**config.mk**
```make
export PLATFORM = sky130hd
export DESIGN_NAME = cpu_core_p
export DESIGN_NICKNAME = d
export VERILOG_FILES = /design/src/rtl/cpu_core_p.sv
export SDC_FILE = /design/constraint.sdc
export NUM_CORES = 1
export LEC_CHECK = 0
export CAP_MARGIN = 20
export CORE_MARGIN = 4
export CORE_UTILIZATION = 45
export CTS_BUF_LIST = sky130_fd_sc_hd__clkbuf_2
export DETAILED_ROUTE_END_ITERATION = 16
export GPL_ROUTABILITY_DRIVEN = 0
export PLACE_DENSITY_LB_ADDON = 0.25
export SLEW_MARGIN = 10
export SYNTH_ARGS = -nofsm -noshare
export SYNTH_HDL_FRONTEND = slang
export SYNTH_SLANG_ARGS = --single-unit
```
**constraint.sdc**
```tcl
create_clock -name clk_qzt -period 4 [get_ports clk_qzt]
set_clock_uncertainty 0.2 [all_clocks]
set_input_delay 0.8 -clock clk_qzt [delete_from_list [all_inputs] [get_ports clk_qzt]]
set_output_delay 0.8 -clock clk_qzt [all_outputs]
set_load 0.02 [all_outputs]
```
**src/rtl/cpu_core_p.sv**
```systemverilog
// Parametrised mock-8080 core: 8080-encoded subset with stack, sharing a single-port RAM
// that has registered-address, one-tick read latency and single-tick writes.
module cpu_core_p #(
  parameter int              DW        = 8,
  parameter int              AW        = 8,
  parameter int              STEP_EDGE = 1,
  parameter logic [AW-1:0]   SP_INIT   = '1
) (
  input  logic          clk_qzt,
  input  logic          reset,
  input  logic          en,
  input  logic          step,
  input  logic [AW-1:0] res_addr,
  input  logic [DW-1:0] data_in,
  output logic [DW-1:0] data_out,
  output logic [AW-1:0] data_addr,
  output logic          write_en,
  output logic          halted
);

  typedef enum logic [2:0] {F0, F1, E0, E1, E2, HALT} state_t;

  localparam logic [7:0] OP_MVI_B = 8'h06;
  localparam logic [7:0] OP_MVI_C = 8'h0E;
  localparam logic [7:0] OP_MVI_A = 8'h3E;
  localparam logic [7:0] OP_ADD_B = 8'h80;
  localparam logic [7:0] OP_ADD_C = 8'h81;
  localparam logic [7:0] OP_SUB_B = 8'h90;
  localparam logic [7:0] OP_JMP   = 8'hC3;
  localparam logic [7:0] OP_JC    = 8'hDA;
  localparam logic [7:0] OP_JZ    = 8'hCA;
  localparam logic [7:0] OP_LDA   = 8'h3A;
  localparam logic [7:0] OP_STA   = 8'h32;
  localparam logic [7:0] OP_PUSH  = 8'hC5;
  localparam logic [7:0] OP_POP   = 8'hC1;
  localparam logic [7:0] OP_CALL  = 8'hCD;
  localparam logic [7:0] OP_RET   = 8'hC9;
  localparam logic [7:0] OP_HLT   = 8'h76;

  state_t        state, state_n;
  logic [AW-1:0] pc, pc_n, sp, sp_n, addr_n;
  logic [DW-1:0] a, a_n, b, b_n, c, c_n, w, w_n, dout_n;
  logic [7:0]    ir, ir_n;
  logic          carry, carry_n, zero, zero_n, we_n, halted_n;
  logic          step_q, tick;

  logic [AW-1:0] pc_inc1, pc_inc2, sp_inc, sp_dec, operand;
  logic [DW-1:0] alu_rhs;
  logic [DW:0]   sum_add, diff_sub;

  // A tick is the only moment architectural state may move; step is edge-detected.
  assign tick     = en && ((STEP_EDGE == 0) || (step && !step_q));
  assign pc_inc1  = pc + AW'(1);
  assign pc_inc2  = pc + AW'(2);
  assign sp_inc   = sp + AW'(1);
  assign sp_dec   = sp - AW'(1);
  assign operand  = data_in[AW-1:0];
  assign alu_rhs  = (ir == OP_ADD_C) ? c : b;
  assign sum_add  = {1'b0, a} + {1'b0, alu_rhs};
  assign diff_sub = {1'b0, a} - {1'b0, b};

  always_ff @(posedge clk_qzt) step_q <= step;

  always_comb begin
    // NOTE: every next value defaults to "hold" before the case, so no path can infer a latch.
    state_n  = state;
    pc_n     = pc;
    sp_n     = sp;
    a_n      = a;
    b_n      = b;
    c_n      = c;
    w_n      = w;
    ir_n     = ir;
    carry_n  = carry;
    zero_n   = zero;
    dout_n   = data_out;
    addr_n   = data_addr;
    we_n     = write_en;
    halted_n = halted;

    case (state)
      F0: begin
        addr_n  = pc;
        we_n    = 1'b0;
        state_n = F1;
      end
      F1: begin
        ir_n    = data_in[7:0];
        state_n = E0;
      end
      E0: begin
        case (ir)
          OP_MVI_B, OP_MVI_C, OP_MVI_A, OP_JMP, OP_JC, OP_JZ,
          OP_LDA, OP_STA, OP_CALL: begin
            addr_n  = pc_inc1;
            state_n = E1;
          end
          OP_ADD_B, OP_ADD_C: begin
            {carry_n, a_n} = sum_add;
            zero_n         = (sum_add[DW-1:0] == '0);
            pc_n           = pc_inc1;
            state_n        = F0;
          end
          OP_SUB_B: begin
            {carry_n, a_n} = diff_sub;
            zero_n         = (diff_sub[DW-1:0] == '0);
            pc_n           = pc_inc1;
            state_n        = F0;
          end
          OP_PUSH: begin
            sp_n    = sp_dec;
            addr_n  = sp_dec;
            dout_n  = b;
            we_n    = 1'b1;
            state_n = E1;
          end
          OP_POP, OP_RET: begin
            addr_n  = sp;
            state_n = E1;
          end
          OP_HLT: begin
            halted_n = 1'b1;
            state_n  = HALT;
          end
          default: begin
            pc_n    = pc_inc1;
            state_n = F0;
          end
        endcase
      end
      E1: begin
        state_n = F0;
        case (ir)
          OP_MVI_B: begin b_n = data_in; pc_n = pc_inc2; end
          OP_MVI_C: begin c_n = data_in; pc_n = pc_inc2; end
          OP_MVI_A: begin a_n = data_in; pc_n = pc_inc2; end
          OP_JMP:   pc_n = operand;
          OP_JC:    pc_n = carry ? operand : pc_inc2;
          OP_JZ:    pc_n = zero  ? operand : pc_inc2;
          OP_LDA: begin
            w_n     = data_in;
            addr_n  = operand;
            state_n = E2;
          end
          OP_STA: begin
            addr_n  = operand;
            dout_n  = a;
            we_n    = 1'b1;
            state_n = E2;
          end
          OP_PUSH: begin
            we_n = 1'b0;
            pc_n = pc_inc1;
          end
          OP_POP: begin
            b_n  = data_in;
            sp_n = sp_inc;
            pc_n = pc_inc1;
          end
          OP_CALL: begin
            // Return address is pushed while the target is parked in W.
            w_n     = data_in;
            sp_n    = sp_dec;
            addr_n  = sp_dec;
            dout_n  = DW'(pc_inc2);
            we_n    = 1'b1;
            state_n = E2;
          end
          OP_RET: begin
            pc_n = operand;
            sp_n = sp_inc;
          end
          default: ;
        endcase
      end
      E2: begin
        state_n = F0;
        case (ir)
          OP_LDA: begin a_n = data_in; pc_n = pc_inc2; end
          OP_STA: begin we_n = 1'b0; pc_n = pc_inc2; end
          OP_CALL: begin we_n = 1'b0; pc_n = w[AW-1:0]; end
          default: ;
        endcase
      end
      HALT:    state_n = HALT;
      default: state_n = F0;
    endcase
  end

  always_ff @(posedge clk_qzt) begin
    if (reset) begin
      state     <= F0;
      pc        <= res_addr;
      sp        <= SP_INIT;
      a         <= '0;
      b         <= '0;
      c         <= '0;
      w         <= '0;
      ir        <= '0;
      carry     <= 1'b0;
      zero      <= 1'b0;
      data_out  <= '0;
      data_addr <= '0;
      write_en  <= 1'b0;
      halted    <= 1'b0;
    end else if (tick) begin
      // NOTE: non-blocking assignments so every register samples the pre-edge values.
      state     <= state_n;
      pc        <= pc_n;
      sp        <= sp_n;
      a         <= a_n;
      b         <= b_n;
      c         <= c_n;
      w         <= w_n;
      ir        <= ir_n;
      carry     <= carry_n;
      zero      <= zero_n;
      data_out  <= dout_n;
      data_addr <= addr_n;
      write_en  <= we_n;
      halted    <= halted_n;
    end
  end

endmodule

```
==> After elaboration in Yosys (flattened, before gate mapping) <==
Cells that the tools add are included.
{ "totals": {"register_bits": 80, "latchBits": 0, "mem_bits_rw": 0, "mem_bits_ro": 0, "word_cells": 124, "mem_count": 0} }
{ "classes": {"addsub": 6, "multipliers": 0, "n_div": 0, "order_cmp": 0, "n_eq_ne": 34, "shift": 0, "mux": 31, "bitwise": 0, "n_reduce_logical": 38} }
{ "ops": {"columns": ["operator", "n"], "rows": [
  ["case mux 8 bit (2 select lines)", 7],
  ["case mux 8 bit (3 select lines)", 4],
  ["equality test 8 bit, second input constant", 10],
  ["two-way mux 8 bit", 10],
  ["case mux 8 bit (5 select lines)", 1],
  ["equality test 8 x 6 -> 1 bit, second input constant", 3],
  ["adder 8 x 1 -> 8 bit, second input constant", 2],
  ["logical NOT 8 bit", 2],
  ["OR reduction 2 bit", 8],
  ["inequality test 3 bit, second input constant", 5],
  ["case mux 3 bit (5 select lines)", 1],
  ["AND reduction 3 bit", 5],
  ["AND reduction 5 bit", 3],
  ["OR reduction 13 bit", 1],
  ["AND reduction 4 bit", 3],
  ["OR reduction 12 bit", 1],
  ["adder 8 x 8 -> 9 bit", 1],
  ["OR reduction 9 bit", 1],
  ["subtractor 8 x 8 -> 9 bit", 1],
  ["adder 8 x 2 -> 8 bit, second input constant", 1],
  ["equality test 8 x 3 -> 1 bit, second input constant", 1],
  ["equality test 8 x 4 -> 1 bit, second input constant", 1],
  ["equality test 8 x 7 -> 1 bit, second input constant", 1],
  ["inequality test 4 bit, second input constant", 2],
  ["other kinds (21)", 34]
]} }

==> Logic depth before layout (Yosys ltp) <==
Gate-level depths: netlist of run 1.
{ "logic_depth": {"word_depth": 6, "depth_mapped": 14, "depth_no_buf": 13} }

==> Worst setup path before layout of run 1 <==
No wires, ideal clock.
{ "synth_path": {"path_type": "reg-to-reg", "startpoint": "register ir[1]", "endpoint": "register zero", "setup_time_ns": 0.058, "arrival_time_ns": 3.653, "setup_slack_ns": 0.089, "path_stages_with_launch": 14, "path_cell_list": "dfxtp_1 -> buf_6 -> nor4b_2 -> and2_1 -> nand3b_1 -> mux2_2 -> ha_1 -> inv_1 -> fa_1 -> xnor2_1 -> or4b_2 -> or4b_1 -> o41ai_1 -> a31o_2"} }
{ "synth_via": {"elab_chain_len": 5, "word_cells_on_any_way": 10, "cone_classes": "1 x add/sub; 3 x eq/ne; 2 x mux; 4 x reduce/logical"} }
{ "synth_rtl": {"columns": ["element", "line", "rtl"], "rows": [
  ["start: declaration", "43", "logic [7:0] ir, ir_n;"],
  ["start signal: assignment", "215", "ir <= ir_n;"],
  ["equality test 8 bit", "58, 92", null],
  ["two-way mux 8 bit", "58", "assign alu_rhs = (ir == OP_ADD_C) ? c : b;"],
  ["adder 8 x 8 -> 9 bit", "59", "assign sum_add = {1'b0, a} + {1'b0, alu_rhs};"],
  ["logical NOT 8 bit", "100", "zero_n = (sum_add[DW-1:0] == '0);"],
  ["case mux 1 bit (2 select lines)", "92", "case (ir)"],
  ["end signal: assignment", "217", "zero <= zero_n;"],
  ["end: declaration", "44", "logic carry, carry_n, zero, zero_n, we_n, halted_n;"]
]} }
Several ways; a longest one is shown, not always the timed one.
A chain may end at the register's enable or synchronous reset.

==> Worst setup path in the final report of run 1 <==
Ends and elaborated chain as after synthesis.

==> impl_metrics.env, run 1 <==
export IMPL_outcome="finished, final reports clean"
export IMPL_worst_ir_drop_vdd_v=0.000135
export IMPL_synth_simple_area_share=0.250
export IMPL_power_total_mw=1.61
export IMPL_fin_crit_sh=0.936
export IMPL_share_clk_of_total_power=0.368
export IMPL_final_nets=796
export IMPL_dieArea_sq_um=14800
export IMPL_clk_pin_slew_worst_paths_ns=0.28
export IMPL_clkSinkCount=80
export IMPL_placement_rows=41
export IMPL_via_per_inst=6.28
export IMPL_flow_area_growth_from_synthesis_pct=11.8
export IMPL_p_comb_frac=0.106
export IMPL_tns_ns=0
export IMPL_yosysMostFrequentCell="sky130_fd_sc_hd__nor2_1"
export IMPL_synth_seq_area_share=0.288
export IMPL_detailroute_via_count=5837
export IMPL_critical_path_startpoint_type="register"
export IMPL_grt_antenna_before_repair=1
export IMPL_critical_path_class="register to register"
export IMPL_first_global_vias=5478
export IMPL_max_freq_mhz=267
export IMPL_htree_num_levels=3
export IMPL_aggregate_routed_wire_length_mm=18.1
export IMPL_async_flop_share=0
export IMPL_synth_enable_flop_cells=8
export IMPL_hold_path_class="register to register"
export IMPL_die_span_x_microns=122
export IMPL_io_pins=38
export IMPL_cellLeakagePower_nw=2.32
export IMPL_hold_viol=0
export IMPL_cts_root_to_sink_buffers=2
export IMPL_synthDominantCellAreaShare=0.247
export IMPL_fin_util=0.515
export IMPL_power_switching_fraction=0.277
export IMPL_cts_root_buffer_cell="sky130_fd_sc_hd__clkbuf_2"
export IMPL_syn_avg_cell_area_sq_um=7.98
export IMPL_numCtsBuffers=9
export IMPL_compound_gate_fraction_of_synth_area=0.227
export IMPL_post_cts_setup_inserts=0
export IMPL_combinational_family_with_the_most_area_after_synthesis="simple AND/OR/NAND/NOR gates"
export IMPL_maximum_number_of_pins_on_one_net_before_global_route_repair=39
export IMPL_netlist_cell_type_count=79
export IMPL_critical_path_max_fanout=7
export IMPL_detailedPlacementHpwl_mm=13.0
export IMPL_core_area_sq_um=12700
export IMPL_synth_fa_ha_area_frac=0.0558
export IMPL_ranking_of_synthesized_cells_by_area="sky130_fd_sc_hd__dfxtp_1, sky130_fd_sc_hd__mux2i_1, sky130_fd_sc_hd__nor2_1"
export IMPL_timing_final_crit_period_ns=3.74
export IMPL_max_slew_margin=0.519
export IMPL_p_sw_mw=0.447
export IMPL_synthMuxAreaShare=0.0848
export IMPL_yosys_area_top_type="sky130_fd_sc_hd__dfxtp_1"
export IMPL_initial_core_util=0.460
export IMPL_cts_tree="done"
export IMPL_first_pass_iters=6
export IMPL_critical_path_arrival_ns=4.17
export IMPL_crit_required_ns=4.42
export IMPL_worstSkewPairLatency_ns=0.64
export IMPL_grt_setup_unrepaired="false"
export IMPL_worst_pin_slew_ns=0.720
export IMPL_drtAntennaViolNets=0
export IMPL_syn_cell_area_sq_um=5830
export IMPL_final_max_slew_violation_count=0
export IMPL_internal_power_mw=1.17
export IMPL_synth_xor_area_frac=0.0436
export IMPL_globalRoute_totalOverflow=0
export IMPL_drt_initial_drc_count=656
export IMPL_drc=0
export IMPL_syn_inst=731
export IMPL_grt_first_pass_wirelength_mm=28.9
export IMPL_synth_warnings=0
export IMPL_hold_buffer_count_at_cts=0
export IMPL_cp_end_kind="register"
export IMPL_finalSetupViolCount=0
export IMPL_grt_util_all_layers=0.249
export IMPL_pwr_density_cell_nw_per_um2=247
export IMPL_layout_drive_gt1_share=0.0925
export IMPL_leading_cell_types_by_count_after_synthesis="sky130_fd_sc_hd__nor2_1, sky130_fd_sc_hd__dfxtp_1, sky130_fd_sc_hd__nand2_1, sky130_fd_sc_hd__a21oi_1, sky130_fd_sc_hd__o21ai_0"
export IMPL_numPortBuffers=37
export IMPL_vertical_die_dimension_microns=122
export IMPL_sequentialPowerShare=0.526
export IMPL_postSynthRegisterBits=80
export IMPL_synth_nets=775
export IMPL_max_cap_violations=0
export IMPL_detail_route_wl_per_cell_microns=19.4
export IMPL_dominantRegCellSynth="sky130_fd_sc_hd__dfxtp_1"
[stage by stage]
step / instance area (sq um) / setup slack, ns / cells / hold WS (ns)
after global routing: 6520 / 0.0133 / 930 / 0.341
after floorplan: 5830 / 0.0890 / 731 / 0.254
final: 6520 / 0.255 / 930 / 0.305
after global placement: 6350 / 0.236 / 912 / 0.272
after detailed placement: 6350 / 0.151 / 912 / 0.276
after CTS: 6510 / 0.195 / 928 / 0.313
[power by group through the flow]
stage | registers [mW] | clock network [mW] | logic [mW]
after floorplan | 0.857 | 0 | 0.0960
after global placement | 0.862 | 0 | 0.166
after detailed placement | 0.862 | 0 | 0.168
after CTS | 0.847 | 0.597 | 0.169
after global routing | 0.850 | 0.631 | 0.183
final | 0.848 | 0.593 | 0.172
[worst max-delay path, stage by stage (launching register included)]
cell,delay [ns]
sky130_fd_sc_hd__dfxtp_1,0.36
sky130_fd_sc_hd__nor4b_2,0.30
sky130_fd_sc_hd__and2_4,0.20
sky130_fd_sc_hd__nand3b_1,0.11
sky130_fd_sc_hd__buf_4,0.20
sky130_fd_sc_hd__mux2_2,0.24
sky130_fd_sc_hd__inv_1,0.06
sky130_fd_sc_hd__fa_1,0.44
sky130_fd_sc_hd__xnor2_1,0.16
sky130_fd_sc_hd__or4b_2,0.62
sky130_fd_sc_hd__or4b_1,0.51
sky130_fd_sc_hd__o41ai_1,0.24
sky130_fd_sc_hd__a31o_2,0.15
[what timing repair did]
item,4_1_cts,5_1_grt
setup endpoints to repair,0,1
gates resized for setup,0,2
endpoints found under the hold margin,0,0
[sequential cells by signal, summed over array words and instances, names as in the netlist]
signal and flops:
a 8, b 8, c 8, data_addr 8, data_out 8, ir 8, pc 8, sp 8
w 8, state 3, carry 1, halted 1, step_q 1, write_en 1, zero 1
[layout by cell type, fill, tap and decap left out, types with 7 or more instances in the layout]
cell type,Yosys,final
sky130_fd_sc_hd__clkbuf_2,0,10
sky130_fd_sc_hd__o21ai_0,43,43
sky130_fd_sc_hd__nand3b_1,7,7
sky130_fd_sc_hd__clkdlybuf4s50_1,0,36
sky130_fd_sc_hd__a211oi_1,24,24
sky130_fd_sc_hd__xor2_1,8,8
sky130_fd_sc_hd__a21oi_1,44,44
sky130_fd_sc_hd__or3_1,9,9
sky130_fd_sc_hd__nor2b_1,9,9
sky130_fd_sc_hd__nand2b_1,13,13
sky130_fd_sc_hd__ha_1,22,22
sky130_fd_sc_hd__nor3_1,14,13
sky130_fd_sc_hd__o31ai_1,8,8
sky130_fd_sc_hd__nand2_1,59,59
sky130_fd_sc_hd__edfxtp_1,8,8
sky130_fd_sc_hd__mux2i_1,37,37
sky130_fd_sc_hd__nand3_1,32,32
sky130_fd_sc_hd__nor2_1,93,93
sky130_fd_sc_hd__dfxtp_1,72,71
sky130_fd_sc_hd__buf_4,2,18
sky130_fd_sc_hd__inv_1,23,23
sky130_fd_sc_hd__mux2_2,11,11
sky130_fd_sc_hd__nand4_1,8,8
sky130_fd_sc_hd__xnor2_1,21,21
[kinds of logic (layout without fill, tap and decap cells)]
group,Yosys count,after routing
AOI/OAI and AO/OA,194,194
adders and majority gates,25,25
other,0,1
DFF,80,80
buffers and inverters,69,95
and+or+nand+nor,286,286
muxes,48,48
xor gates and xnor gates,29,29
[final timing paths]
check                      startpoint             endpoint  slack, ns  depth (start not counted)
hold / removal    halted$_SDFFE_PP0P_  halted$_SDFFE_PP0P_       0.31                          2
setup reg to reg   ir[1]$_SDFFE_PP0P_    zero$_SDFFE_PP0P_       0.26                         12
hold reg to reg   halted$_SDFFE_PP0P_  halted$_SDFFE_PP0P_       0.31                          2
setup / recovery   ir[1]$_SDFFE_PP0P_    zero$_SDFFE_PP0P_       0.26                         12
[area by class of cell]
cell class | count | area [sq um]
inverters | 23 | 86.3
repair buffers | 56 | 508
clock buffers | 10 | 50.0
well taps | 172 | 215
clock inverters | 6 | 108
flip-flops and latches | 80 | 1680
multi-input cells | 582 | 3870
fillers | 1253 | 6150
diodes | 1 | 2.50
[metal layers]
layer  up-vias  track usage  routed length, microns  part of all wire
met5         -            0                       0                 0
met4         0        0.147                     932             0.052
met3        62       0.0395                    1390             0.077
met2       303        0.372                    7850              0.43
met1      2737        0.338                    7890              0.44
li1       2735            -                       -                 -
Power figures use the tool's default switching activity.
==> run 2: changes to the inputs <==
--- a/config.mk
+++ b/config.mk
@@ -11,6 +11,7 @@
 export CTS_BUF_LIST = sky130_fd_sc_hd__clkbuf_2
 export DETAILED_ROUTE_END_ITERATION = 16
 export GPL_ROUTABILITY_DRIVEN = 0
+export GPL_TIMING_DRIVEN = 0
 export PLACE_DENSITY_LB_ADDON = 0.25
 export SLEW_MARGIN = 10
 export SYNTH_ARGS = -nofsm -noshare
==> run 2 against run 1 <==
  * Count of clock-buffer cells in the layout stayed put
  * Critical endpoint unchanged
  * Setup slack lost 0.11 ns
  * Largest cell class unchanged
  * Critical path depth unchanged
  * Register-to-register slack got worse by 0.11 ns
==> impl_metrics.env, run 2 (synthesized netlist as in run 1, its figures left out) <==
export IMPL_maximum_number_of_pins_on_one_net_before_global_route_repair=15
export IMPL_vertical_die_dimension_microns=122
export IMPL_clk_pin_slew_worst_paths_ns=0.28
export IMPL_met3_global_route_usage=0.0613
export IMPL_numPortBuffers=37
export IMPL_drtAntennaViolNets=0
export IMPL_critical_path_startpoint_type="register"
export IMPL_crit_slowest_cell="sky130_fd_sc_hd__or4b_2"
export IMPL_worstSkewPairLatency_ns=0.66
export IMPL_most_common_layout_cells="sky130_fd_sc_hd__nor2_1, sky130_fd_sc_hd__dfxtp_1, sky130_fd_sc_hd__nand2_1, sky130_fd_sc_hd__a21oi_1, sky130_fd_sc_hd__o21ai_0"
export IMPL_cp_end_kind="register"
export IMPL_die_span_x_microns=122
export IMPL_placement_rows=41
export IMPL_initial_core_util=0.460
export IMPL_tns_ns=0
export IMPL_area_after_dpl_sq_um=6420
export IMPL_dieArea_sq_um=14800
export IMPL_via_per_inst=6.22
export IMPL_pwr_density_cell_nw_per_um2=219
export IMPL_globalRoute_totalOverflow=0
export IMPL_hold_path_class="register to register"
export IMPL_crit_required_ns=4.44
export IMPL_fin_cells=961
export IMPL_hold_slack_ns=0.296
export IMPL_first_global_vias=5836
export IMPL_drc=0
export IMPL_cellLeakagePower_nw=2.32
export IMPL_critPathMostFrequentCell="sky130_fd_sc_hd__buf_4"
export IMPL_timing_final_crit_period_ns=3.85
export IMPL_layout_drive_gt1_share=0.0812
export IMPL_cells_along_the_critical_path="nor4b_4 > and2_4 > nand3b_1 > buf_4 > buf_4 > mux2_2 > ha_1 > xnor2_1 > or4b_2 > or4b_1 > o41ai_2 > a31o_2"
export IMPL_worst_ir_drop_vdd_v=0.0000999
export IMPL_critical_path_max_fanout=9
export IMPL_cts_root_buffer_cell="sky130_fd_sc_hd__clkbuf_2"
export IMPL_outcome="finished, final reports clean"
export IMPL_first_pass_iters=5
export IMPL_fin_crit_sh=0.963
export IMPL_max_slew_margin=0.446
export IMPL_final_nets=827
export IMPL_cts_root_to_sink_buffers=2
export IMPL_detailedPlacementHpwl_mm=14.3
export IMPL_max_stage_delay_ns=0.62
export IMPL_grt_setup_unrepaired="false"
export IMPL_numPlacedInstances=940
export IMPL_critical_path_n_buffers_inverters=2
export IMPL_core_area_sq_um=12700
export IMPL_aggregate_routed_wire_length_mm=19.1
export IMPL_clkSinkCount=80
export IMPL_finalSetupViolCount=0
export IMPL_htree_num_levels=3
export IMPL_numCtsBuffers=9
export IMPL_grt_antenna_before_repair=0
export IMPL_max_cap_violations=0
export IMPL_critical_path_class="register to register"
export IMPL_fin_area_sq_um=6560
export IMPL_hold_viol=0
export IMPL_detailroute_via_count=5977
export IMPL_grt_first_pass_wirelength_mm=30.3
export IMPL_layout_commonest_cell="sky130_fd_sc_hd__nor2_1"
export IMPL_groute_layer_met2_usage=0.400
export IMPL_critical_path_arrival_ns=4.29
export IMPL_met1_usage=0.338
export IMPL_detail_route_wl_per_cell_microns=19.9
export IMPL_io_pins=38
export IMPL_final_max_slew_violation_count=0
export IMPL_drt_initial_drc_count=644
export IMPL_flow_area_growth_from_synthesis_pct=12.5
export IMPL_max_freq_mhz=260
export IMPL_path_delay_family="simple AND/OR/NAND/NOR gates"
export IMPL_grt_util_all_layers=0.262
export IMPL_busiest_layer="met2"
export IMPL_worst_pin_slew_ns=0.825
export IMPL_nFillCells=1248
export IMPL_cts_tree="done"
## run 2: cell count changes in the layout (fill, tap and decap cells not counted), moves of 2 or more
cell                         previous run  this run
sky130_fd_sc_hd__clkbuf_1               0        32
sky130_fd_sc_hd__buf_4                 18         6
sky130_fd_sc_hd__buf_2                  1         8
sky130_fd_sc_hd__bufinv_16              3         0
sky130_fd_sc_hd__buf_1                  0         2
sky130_fd_sc_hd__clkinvlp_4             0         2
## run 2: routing by layer
| metal | wire, microns | share of wire |
|---|---|---|
| met5 | 0 | 0 |
| met4 | 951 | 0.050 |
| met1 | 8120 | 0.42 |
| met3 | 1790 | 0.093 |
| met2 | 8290 | 0.43 |
## run 2: report_power, final
part / switching, mW / internal, mW
Combinational: 0.116 / 0.0703
Sequential: 0.0154 / 0.827
Clock: 0.325 / 0.0856
Total: 0.456 / 0.983
## run 2: what timing repair did
item / in CTS / in global routing
pin swaps: 1 / 3
setup buffers: 1 / 3
hold endpoints to repair: 0 / 0
hold buffers: 0 / 0
gates resized for setup: 1 / 2
endpoints found under the setup margin: 1 / 1
## run 2: cell type report
| class | count | area, sq um | share of cell area |
|---|---|---|---|
| antenna | 1 | 2.50 | 0.000381 |
| buffer | 45 | 204 | 0.0311 |
| clock buffer | 10 | 50.0 | 0.00763 |
| clock inverter | 6 | 42.5 | 0.00648 |
| inverter | 23 | 86.3 | 0.0132 |
| multi-input combinational | 582 | 3870 | 0.590 |
| sequential | 80 | 1680 | 0.256 |
| tap | 172 | 215 | 0.0328 |
| timing repair buffer | 42 | 405 | 0.0618 |
## run 2: through the flow
step	setup WS, ns	util	total power [mW]
6_report	0.148	0.518	1.44
5_1_grt	0.00173	0.518	1.48
4_1_cts	0.0281	0.515	1.44
3_5_place_dp	-0.292	0.506	1.04
3_3_place_gp	-0.277	0.506	1.03
2_1_floorplan	0.0890	-	0.953
## run 2: tightest hold or removal path, cell delays in order, from the launching register on
cell	delay [ns]
sky130_fd_sc_hd__dfxtp_1	0.37
sky130_fd_sc_hd__a21oi_1	0.04
sky130_fd_sc_hd__nor2_1	0.07
## run 2: final timing paths
kind                                          start             endpoint  slack (ns)  cells past startpoint
worst max-delay path             ir[5]$_SDFFE_PP0P_    zero$_SDFFE_PP0P_        0.15                     12
worst min-delay path            halted$_SDFFE_PP0P_  halted$_SDFFE_PP0P_        0.30                      2
worst max register to register   ir[5]$_SDFFE_PP0P_    zero$_SDFFE_PP0P_        0.15                     12
worst min register to register  halted$_SDFFE_PP0P_  halted$_SDFFE_PP0P_        0.30                      2
==> run 3: changes to the inputs <==
--- a/config.mk
+++ b/config.mk
@@ -7,12 +7,13 @@
 export LEC_CHECK = 0
 export CAP_MARGIN = 20
 export CORE_MARGIN = 4
-export CORE_UTILIZATION = 45
+export CORE_UTILIZATION = 37
 export CTS_BUF_LIST = sky130_fd_sc_hd__clkbuf_2
 export DETAILED_ROUTE_END_ITERATION = 16
 export GPL_ROUTABILITY_DRIVEN = 0
 export GPL_TIMING_DRIVEN = 0
 export PLACE_DENSITY_LB_ADDON = 0.25
+export SETUP_SLACK_MARGIN = 0.15
 export SLEW_MARGIN = 10
 export SYNTH_ARGS = -nofsm -noshare
 export SYNTH_HDL_FRONTEND = slang
==> run 3 against run 2 <==
  * Hold slack barely moved
  * Count of clock-buffer cells in the layout shrank 1
  * Utilization is 7.9 points lower
  * Critical path depth rose by 1
  * Total power grew 6.1%
  * Critical path type unchanged
  * Largest cell class unchanged
  * Highest routed layer unchanged
==> impl_metrics.env, run 3 (synthesized netlist as in run 1, its figures left out) <==
export IMPL_initial_core_util=0.381
export IMPL_fin_area_sq_um=6720
export IMPL_multiInputGateArea_sq_um=3920
export IMPL_htree_num_levels=3
export IMPL_worstSkewPairLatency_ns=0.65
export IMPL_pwr_density_cell_nw_per_um2=227
export IMPL_drt_initial_drc_count=584
export IMPL_busiest_layer="met2"
export IMPL_clk_pin_slew_worst_paths_ns=0.28
export IMPL_min_from="halted$_SDFFE_PP0P_"
export IMPL_critPathMostFrequentCell="sky130_fd_sc_hd__or4b_4"
export IMPL_crit_required_ns=4.43
export IMPL_met1_usage=0.308
export IMPL_placement_rows=45
export IMPL_outcome="finished, final reports clean"
export IMPL_io_pins=38
export IMPL_grt_antenna_before_repair=1
export IMPL_maximum_number_of_pins_on_one_net_before_global_route_repair=16
export IMPL_critical_path_startpoint_type="register"
export IMPL_most_common_layout_cells="sky130_fd_sc_hd__nor2_1, sky130_fd_sc_hd__dfxtp_1, sky130_fd_sc_hd__nand2_1, sky130_fd_sc_hd__a21oi_1, sky130_fd_sc_hd__o21ai_0"
export IMPL_cells_along_the_critical_path="buf_8 > nor4b_4 > and2_4 > nand3b_1 > mux2_4 > ha_4 > inv_2 > fa_2 > xnor2_2 > or4b_4 > or4b_4 > o41ai_2 > a31o_2"
export IMPL_met3_global_route_usage=0.0321
export IMPL_cp_end_kind="register"
export IMPL_fin_crit_sh=0.949
export IMPL_aggregate_routed_wire_length_mm=19.6
export IMPL_crit_slowest_cell="sky130_fd_sc_hd__or4b_4"
export IMPL_drc=0
export IMPL_dpl_worst_slack_ns=-0.225
export IMPL_worst_ir_drop_vdd_v=0.0000933
export IMPL_cellLeakagePower_nw=2.37
export IMPL_worst_pin_slew_ns=0.820
export IMPL_area_after_dpl_sq_um=6480
export IMPL_setup_ws_ns=0.203
export IMPL_die_span_x_microns=134
export IMPL_detailedPlacementHpwl_mm=14.5
export IMPL_globalRoute_totalOverflow=0
export IMPL_power_total_mw=1.53
export IMPL_drtAntennaViolNets=0
export IMPL_first_global_vias=5445
export IMPL_numCtsBuffers=9
export IMPL_detail_route_wl_per_cell_microns=19.5
export IMPL_flow_area_growth_from_synthesis_pct=15.2
export IMPL_layout_area_seq_sq_um=1680
export IMPL_rrSetupSlack_ns=0.20
export IMPL_cts_root_to_sink_buffers=2
export IMPL_grt_setup_unrepaired="true"
export IMPL_detailroute_via_count=5812
export IMPL_final_max_slew_violation_count=0
export IMPL_hold_buffer_count_at_cts=0
export IMPL_critical_path_arrival_ns=4.22
export IMPL_cts_root_buffer_cell="sky130_fd_sc_hd__clkbuf_2"
export IMPL_groute_layer_met2_usage=0.327
export IMPL_max_stage_delay_ns=0.55
export IMPL_max_freq_mhz=263
export IMPL_r2r_start="ir[1]$_SDFFE_PP0P_"
export IMPL_critical_path_max_fanout=4
export IMPL_grt_util_all_layers=0.219
export IMPL_nFillCells=1622
export IMPL_first_pass_iters=5
export IMPL_vertical_die_dimension_microns=134
export IMPL_hold_viol=0
export IMPL_hold_path_class="register to register"
export IMPL_via_per_inst=5.79
export IMPL_dieArea_sq_um=17800
export IMPL_timing_final_crit_period_ns=3.80
export IMPL_hold_path_cell_count=2
export IMPL_hold_slack_ns=0.296
export IMPL_clkSinkCount=80
export IMPL_hold_end="halted$_SDFFE_PP0P_"
export IMPL_worst_r2r_path_depth=13
export IMPL_layout_drive_gt1_share=0.0961
export IMPL_layout_commonest_cell="sky130_fd_sc_hd__nor2_1"
export IMPL_critical_path_class="register to register"
export IMPL_finalSetupViolCount=0
export IMPL_grt_first_pass_wirelength_mm=31.0
export IMPL_max_cap_violations=0
export IMPL_core_area_sq_um=15300
export IMPL_max_slew_margin=0.453
export IMPL_numPortBuffers=37
export IMPL_final_nets=830
export IMPL_cts_tree="done"
export IMPL_r2r_end="zero$_SDFFE_PP0P_"
## run 3: cell types whose count changed in the layout (fill, tap and decap cells not counted), moves of 2 or more
cell / change
sky130_fd_sc_hd__ha_4: +2
sky130_fd_sc_hd__buf_4: +2
sky130_fd_sc_hd__dfxtp_2: +2
sky130_fd_sc_hd__clkinvlp_4: -2
sky130_fd_sc_hd__dfxtp_1: -2
sky130_fd_sc_hd__or4b_4: +2
sky130_fd_sc_hd__ha_1: -2
## run 3: per-layer routing
| layer | share of wire | vias up |
|---|---|---|
| li1 | - | 2796 |
| met1 | 0.45 | 2696 |
| met2 | 0.43 | 264 |
| met3 | 0.071 | 56 |
| met4 | 0.043 | 0 |
| met5 | 0 | - |
## run 3: how the worst max path moves through the flow
| stage | startpoint | end | depth (start not counted) |
|---|---|---|---|
| after global routing | ir[1]$_SDFFE_PP0P_ | zero$_SDFFE_PP0P_ | 13 |
| after floorplan | ir[1]$_SDFFE_PP0P_ | zero$_SDFFE_PP0P_ | 13 |
| after detailed placement | ir[7]$_SDFFE_PP0P_ | zero$_SDFFE_PP0P_ | 12 |
| final | ir[1]$_SDFFE_PP0P_ | zero$_SDFFE_PP0P_ | 13 |
| after global placement | ir[7]$_SDFFE_PP0P_ | zero$_SDFFE_PP0P_ | 12 |
| after CTS | ir[5]$_SDFFE_PP0P_ | zero$_SDFFE_PP0P_ | 13 |
## run 3: report_power, final
group          switching (mW)  internal (mW)
Clock                   0.343          0.153
Sequential             0.0151          0.827
Combinational           0.118         0.0706
Total                   0.476           1.05
## run 3: layout make-up
class                   count  area share
flip-flops and latches     80       0.251
well taps                 211      0.0393
diodes                      1    0.000372
plain buffers              46      0.0326
repair buffers             44      0.0626
inverters                  23      0.0128
clock buffers               9     0.00670
clock inverters             7      0.0117
multi-input cells         582       0.583
## run 3: worst max-delay path: cells and delay by family, from the launching register on
family                   cells  cell delay (ns)
AO/OA/AOI/OAI                2             0.47
XOR/XNOR                     1             0.15
adder cells (fa/ha/maj)      2             0.51
buffers and inverters        2             0.15
flip-flops                   1             0.38
multiplexers                 1             0.27
AND/OR/NAND/NOR              5             1.67
## run 3: through the flow
step            util  cells  setup TNS [ns]
4_1_cts        0.434    999               0
6_report       0.439   1003               0
3_3_place_gp   0.423    979          -0.228
5_1_grt        0.439   1003               0
3_5_place_dp   0.423    979          -0.225
2_1_floorplan      -    731               0
## run 3: what timing repair did
action	4_1_cts	5_1_grt
buffers inserted	4	2
pin swaps	1	6
resized for setup	4	10
setup endpoints to repair	1	2
